[config.mk]
export PLATFORM = sky130hd
export DESIGN_NAME = mtl_cursor_scheduler
export DESIGN_NICKNAME = d
export VERILOG_FILES = /design/src/rtl/mtl_cursor_scheduler.sv
export SDC_FILE = /design/constraint.sdc
export NUM_CORES = 1
export LEC_CHECK = 0
export ABC_AREA = 0
export BUFFER_PORTS_ARGS = -buffer_cell sky130_fd_sc_hd__clkbuf_2
export CORE_UTILIZATION = 40
export CTS_CLUSTER_SIZE = 25
export DETAILED_ROUTE_END_ITERATION = 8
export PLACE_DENSITY = 0.63
export SLEW_MARGIN = 20
export SYNTH_ARGS = -nofsm -noshare
export SYNTH_HDL_FRONTEND = slang
export SYNTH_SLANG_ARGS = --single-unit
export TNS_END_PERCENT = 20
[constraint.sdc]
create_clock -name iCLK -period 1.6 [get_ports iCLK]
set_input_delay 0.16 -clock iCLK [delete_from_list [all_inputs] [get_ports iCLK]]
set_output_delay 0.16 -clock iCLK [all_outputs]
set_load 0.05 [all_outputs]
[src/rtl/mtl_cursor_scheduler.sv]
// Cursor position/visibility scheduler: arbitrates touch and host requests, buffers one,
// and commits it to the colour-selector outputs only on the end-of-frame pulse.
module mtl_cursor_scheduler #(
  parameter int H_RES       = 800,
  parameter int V_RES       = 480,
  parameter int MARGIN      = 20,
  parameter int IDLE_FRAMES = 60,
  parameter int INIT_X      = 200,
  parameter int INIT_Y      = 200
) (
  input  logic       iCLK,
  input  logic       iRST_n,
  input  logic       iTouchValid,
  output logic       oTouchReady,
  input  logic [9:0] iTouchX,
  input  logic [8:0] iTouchY,
  input  logic       iHostValid,
  output logic       oHostReady,
  input  logic [9:0] iHostX,
  input  logic [8:0] iHostY,
  input  logic       iHostHide,
  input  logic       iEndFrame,
  output logic [9:0] oCurX,
  output logic [8:0] oCurY,
  output logic       oCurVisible,
  output logic       oCommit,
  output logic [2:0] oDbgState
);

  // Handshake: a request transfers on a cycle where valid and ready are both high;
  // the requester holds valid and data stable until then. Readies are combinational.

  typedef enum logic { EMPTY = 1'b0, PENDING = 1'b1 } buf_state_t;
  typedef enum logic { TOUCH = 1'b0, HOST = 1'b1 } src_t;

  localparam int IW = (IDLE_FRAMES > 0) ? $clog2(IDLE_FRAMES + 1) : 1;
  localparam logic [IW-1:0] IDLE_MAX = IW'(IDLE_FRAMES);
  localparam logic [9:0] X_MIN = 10'(MARGIN);
  localparam logic [9:0] X_MAX = 10'(H_RES - 1 - MARGIN);
  localparam logic [8:0] Y_MIN = 9'(MARGIN);
  localparam logic [8:0] Y_MAX = 9'(V_RES - 1 - MARGIN);

  buf_state_t    state;
  src_t          rr;
  src_t          buf_src;
  logic [9:0]    buf_x;
  logic [8:0]    buf_y;
  logic          buf_hide;
  logic [IW-1:0] idle_cnt;

  logic       touch_fire;
  logic       host_fire;
  logic [9:0] acc_x;
  logic [8:0] acc_y;

  function automatic logic [9:0] clamp_x(input logic [9:0] v);
    if (v < X_MIN)      clamp_x = X_MIN;
    else if (v > X_MAX) clamp_x = X_MAX;
    else                clamp_x = v;
  endfunction

  function automatic logic [8:0] clamp_y(input logic [8:0] v);
    if (v < Y_MIN)      clamp_y = Y_MIN;
    else if (v > Y_MAX) clamp_y = Y_MAX;
    else                clamp_y = v;
  endfunction

  assign oTouchReady = (state == EMPTY) && (!iHostValid  || rr == TOUCH);
  assign oHostReady  = (state == EMPTY) && (!iTouchValid || rr == HOST);
  assign touch_fire  = iTouchValid && oTouchReady;
  assign host_fire   = iHostValid  && oHostReady;

  assign acc_x = clamp_x(touch_fire ? iTouchX : iHostX);
  assign acc_y = clamp_y(touch_fire ? iTouchY : iHostY);

  assign oDbgState = {rr, buf_src, state};

  always_ff @(posedge iCLK or negedge iRST_n) begin
    if (!iRST_n) begin
      state       <= EMPTY;
      rr          <= TOUCH;
      buf_src     <= TOUCH;
      buf_x       <= '0;
      buf_y       <= '0;
      buf_hide    <= 1'b0;
      idle_cnt    <= '0;
      oCurX       <= 10'(INIT_X);
      oCurY       <= 9'(INIT_Y);
      oCurVisible <= 1'b1;
      oCommit     <= 1'b0;
    end else begin
      oCommit <= 1'b0;

      case (state)
        EMPTY: begin
          if (touch_fire || host_fire) begin
            state    <= PENDING;
            buf_src  <= touch_fire ? TOUCH : HOST;
            buf_x    <= acc_x;
            buf_y    <= acc_y;
            buf_hide <= host_fire && iHostHide;
            rr       <= touch_fire ? HOST : TOUCH;
          end
        end
        PENDING: begin
          if (iEndFrame) begin
            state   <= EMPTY;
            oCommit <= 1'b1;
            if (buf_hide) begin
              oCurVisible <= 1'b0;
            end else begin
              oCurX       <= buf_x;
              oCurY       <= buf_y;
              oCurVisible <= 1'b1;
            end
          end
        end
        default: state <= EMPTY;
      endcase

      // Idle tracking runs on every frame that does not show a new visible position;
      // a hide commit still counts as an idle frame.
      if (iEndFrame) begin
        if (state == PENDING && !buf_hide) begin
          idle_cnt <= '0;
        end else if (IDLE_FRAMES != 0 && idle_cnt != IDLE_MAX) begin
          idle_cnt <= idle_cnt + 1'b1;
          if (idle_cnt + 1'b1 == IDLE_MAX) oCurVisible <= 1'b0;
        end
      end
    end
  end

endmodule

Word-level counts from Yosys, hierarchy flattened
Index checks and enable logic that the tools add are counted.
{"block": "classes", "addsub": 1, "mul": 0, "div": 0, "n_lt_le_gt_ge": 4, "n_eq_ne": 2, "shift": 0, "muxes": 22, "bitwise": 3, "reduce_logical": 16}
{"op": "$mux 10", "n": 3}
{"op": "$mux 9", "n": 3}
{"op": "$mux 1", "n": 13}
{"op": "$mux 6", "n": 2}
{"op": "$gt 10x10->1 const B", "n": 1}
{"op": "$lt 10x5->1 const B", "n": 1}
{"op": "$gt 9x9->1 const B", "n": 1}
{"op": "$lt 9x5->1 const B", "n": 1}
{"op": "$add 6x1->6 const B", "n": 1}
{"op": "$eq 6x6->1 const B", "n": 1}
{"op": "$logic_and 1x1->1", "n": 6}
{"op": "$ne 6x6->1 const B", "n": 1}
{"op": "$reduce_and 2->1", "n": 2}
{"op": "$logic_not 1->1", "n": 3}
{"op": "$logic_or 1x1->1", "n": 3}
{"op": "$not 1->1", "n": 3}
{"op": "$reduce_and 3->1", "n": 1}
{"op": "$pmux 1 s2", "n": 1}
{"op": "$reduce_bool 2->1", "n": 1}
{"block": "totals", "regBits": 50, "latch_bits": 0, "ram_bits": 0, "rom_bits": 0, "inputBits": 44, "out_inout_bits": 26, "n_memories": 0}

Longest topological paths before layout
{"block": "depth", "depth_word": 8, "mapped_depth": 6}

Least setup slack after synthesis
No wires, ideal clock.
{"block": "synth_timing", "kind": "reg2reg", "start": "register state", "end": "register buf_hide", "setup_time_ns": 0.120, "arrival_time_ns": 1.677, "required_ns": 1.480, "setup_slack_ns": -0.197, "stages_incl_launch_ff": 4, "n_path_buf": 0, "period_less_slack_ns": 1.797, "cell_sequence": "dfrtp_1 -> a21oi_1 -> nand2_1 -> a31o_2"}
{"block": "synth_between", "elab_chain_len": 5}
{"element": "start: declaration", "line": "43", "rtl": "buf_state_t state;"}
{"element": "start signal: assignment", "line": "80", "rtl": "state <= EMPTY;"}
{"element": "start signal: assignment", "line": "97", "rtl": "state <= PENDING;"}
{"element": "start signal: assignment", "line": "107", "rtl": "state <= EMPTY;"}
{"element": "$not 1->1 *"}
{"element": "$logic_and 1x1->1 *", "line": "69", "rtl": "assign oHostReady = (state == EMPTY) && (!iTouchValid || rr == HOST);"}
{"element": "net oHostReady", "line": "18", "rtl": "output logic oHostReady,"}
{"element": "$logic_and 1x1->1 *", "line": "71", "rtl": "assign host_fire = iHostValid && oHostReady;"}
{"element": "$logic_or 1x1->1", "line": "96", "rtl": "if (touch_fire || host_fire) begin"}
{"element": "$reduce_and 2->1 (no line)"}
{"element": "end signal: assignment", "line": "101", "rtl": "buf_hide <= host_fire && iHostHide;"}
{"element": "end: declaration", "line": "48", "rtl": "logic buf_hide;"}
The timed path passes the listed nets; every way through them passes the cells marked *.
A chain may end at the register's enable or synchronous reset.

Worst setup path after layout
{"block": "layout_timing", "start": "register state", "end": "output port oHostReady"}
{"block": "layout_between", "elab_chain_len": 2}
{"element": "$not 1->1"}
{"element": "$logic_and 1x1->1", "line": "69"}
{"element": "end: declaration", "line": "18"}
No other way between the ends.

==> flow_summary_export.csv <==
group,metric,value,unit
clocking,count_of_h_tree_levels_built_during_cts,2,
sta,final-max-slew-violation-count,0,
floorplanning,placement_rows,28,
floorplanning,core_area,0.006026,mm²
critical_path,timing.critical_path.arrival,1380,ps
hold_path,hold_class,"input pin to register",
yosys,synth_seq_cells,50,
yosys,synthesized_cell_area,0.002544,mm²
global_route,grt_first_pass_wirelength,9370,µm
finish,filler_cell_count_in_the_final_layout,583,
placement,port-buffer-count,69,
finish,drive_above_1_share,42.02,%
yosys,primary_flip_flop_cell_chosen_by_synthesis_mapping,"dfrtp_1",
finish,layout.core_utilization,53.76,%
yosys,gate_count_post_synth,240,
global_route,antenna_violations_before_repair,0,
floorplanning,start_util,42.21,%
drt,route.vias.total,2142,
finish,design.final.nets,371,
placement,dpl_worst_slack,88.04,ps
yosys,ys_top_cells_by_area,"dfrtp_1 42%, mux2_2 8.4%, dfstp_2 7.2%",
sta,timing.final.hold_violations,0,
critical_path,worstSetupPathType,"register to output pin",
finish,insertedDiodeCount,0,
placement,hpwl,4554,µm
floorplanning,fp.dieW,81.75,µm
global_route,gr-total-overflow,0,
power_and_ir_drop,vdd_drop_max,0.8615,mV
power_and_ir_drop,powerDensity,1483,mW/mm²
sta,max_slew_margin,69.25,%
yosys,yosys-top-cells-count,"43 x dfrtp_1, 25 x nand2_1, 19 x mux2_2, 14 x o21ai_0",
sta,layout_worst_path_cycle_share,96.21,%
clocking,clkSinkCount,50,
power_and_ir_drop,post-layout-total-power,4.805,mW
clocking,cts.root.buffer_cell,"clkbuf_8",
outcome,run_status,"finished clean",
yosys,count_leader_synth,"dfrtp_1",
sta,rsz0062_at_grt,"true",
global_route,grt_max_degree,51,
global_route,first_global_vias,1987,
sta,highest_achievable_clock_rate,649.6,MHz
sta,finalWorstSetupSlack,60.61,ps
drt,antenna_violating_nets_post_route,0,
drt,detailedRoute.firstPassIterationCount,4,
job,max_cap_violations,0,
yosys,unique_masters_post_synth,48,
finish,syn_to_final_growth,27.35,%
floorplanning,die_h,81.75,µm
floorplanning,ioPinCount,70,
yosys,synth-edff-count,0,
clocking,number_of_buffers_on_the_longest_clock_path,2,
yosys,synth_largest_area_cell,"dfrtp_1",
yosys,synth.net_count,286,
critical_path,rrSetupSlack,70,ps
critical_path,startpoint_type,"register",
drt,wl_per_cell,14.65,µm
critical_path,crit_required,1440,ps
global_route,grt-busiest-layer,"met2",
placement,globalplace.congestion,0.8973,
drt,routed_wl,5876,µm
yosys,synth-warning-count,0,
sta,fin_worst_hold_slack,131.6,ps
sta,post-route-min-period,1539,ps
global_route,groute.usage.overall,18.37,%
clocking,cts_buffers,5,
floorplanning,design.die.area,0.006682,mm²
global_route,global_route.usage.met3,3.444,%
yosys,synthesis.area_per_instance,10.60,µm²
drt,drc,0,
sta,finalSetupViolations,0,
yosys,synthArstFlopShare,100.0,%
drt,vias_per_cell,5.342,
yosys,synthDominantCellAreaShare,42.30,%
clocking,tritoncts,"done",
global_route,global_route.usage.met1,25.91,%
yosys,synth.yosys.seq_area_share,49.53,%
sta,timing_worst_slew_pin_value,457.1,ps
critical_path,cp_max_fo,4,
critical_path,cp-end-kind,"output pin",
drt,drtIter0Drc,87,
sta,fin_skew,11.53,ps
clocking,clk_pin_slew_worst_setup_hold_paths,100,ps
clocking,clock_latency,300,ps
power_and_ir_drop,cellLeakagePower,1.502,nW
global_route,use_met2,28.84,%
-- layer usage --
layer | vias up | routed length [µm]
met5 | - | 0
met4 | 0 | 39
met3 | 5 | 235
met2 | 57 | 2724
met1 | 1024 | 2877
li1 | 1056 | -
-- critical path: stages (launching register included) --
cell	delay (ps)
dfrtp_1	400
buf_4	150
buf_4	130
a21oi_2	160
buf_4	230
-- path summary, 6_finish.rpt --
| path | depth (start not counted) | to | from |
|---|---|---|---|
| hold reg to reg | 2 | buf_src | buf_src |
| setup reg to reg | 5 | buf_x[2] | state |
| min in group asynchronous | 3 | oCurX[4] | iRST_n |
| hold / removal | 3 | buf_y[7] | iTouchY[7] |
| max in group asynchronous | 3 | oCurY[6] | iRST_n |
| setup / recovery | 4 | oHostReady | state |
-- sequential cells by signal, indices dropped and copies added (netlist names), 6 cells and up --
register,cells
buf_x,10
oCurX,10
buf_y,9
oCurY,9
idle_cnt,6
-- logic make-up (layout without fill, tap and decap cells) --
group | Yosys count | after routing | synth area share (%)
AOI/OAI and AO/OA | 63 | 63 | 18.49
xor gates and xnor gates | 1 | 1 | 0.3444
adders and majority gates | 2 | 2 | 0.9836
buffers and inverters | 21 | 107 | 4.181
DFF | 50 | 50 | 49.53
muxes | 27 | 27 | 11.66
and+or+nand+nor | 76 | 76 | 14.81
-- report_power, final --
part | switching (mW) | internal [mW]
logic | 1.46 | 0.674
clock network | 0.408 | 0.350
registers | 0.209 | 1.71
-- layout by cell type, fill, tap and decap left out, types with 2 or more instances in the layout --
cell type	count
nor3_1	3
dfrtp_1	43
inv_1	6
buf_4	21
o221ai_1	2
nor4_1	2
a21boi_0	2
a22o_1	4
or2_1	2
a32oi_1	3
mux2_1	2
a211o_1	3
buf_12	2
nand3_1	12
o31ai_1	3
clkbuf_2	67
mux2_2	19
a21oi_1	10
nand2_1	25
or3_4	2
o21ai_0	13
a211oi_1	2
nor2_1	12
and3_1	5
nand4_1	6
a32o_1	2
a31oi_1	7
dfstp_2	7
ha_1	2
clkbuf_8	6
nand2b_1	3
mux2i_1	6
-- cell type report --
type	count	area, µm²	share of cell area (%)
clock inverter	1	5.005	0.1545
sequential	50	1260	38.90
clock buffer	7	86.33	2.665
multi-input combinational	169	1195	36.89
inverter	7	31.28	0.9656
tap	75	93.84	2.897
timing repair buffer	92	568.0	17.54
-- per-stage QoR --
| stage | TNS [ps] | instances | cell area (µm²) |
|---|---|---|---|
| 2_1_floorplan | -35.92 | 240 | 2547 |
| 6_report | 0 | 401 | 3239 |
| 4_1_cts | 0 | 400 | 3213 |
| 3_5_place_dp | 0 | 390 | 3084 |
| 5_1_grt | -13.47 | 401 | 3239 |
| 3_3_place_gp | 0 | 390 | 3084 |
-- what timing repair did --
item / CTS / global route
hold endpoints to repair: 43 / 0
gates resized for setup: 3 / 9
pin swaps: 0 / 1
hold buffers: 1 / 0
setup endpoints to repair: 1 / 30
setup buffers: 2 / 1
Note: power is estimated with default switching activity, not from simulation.
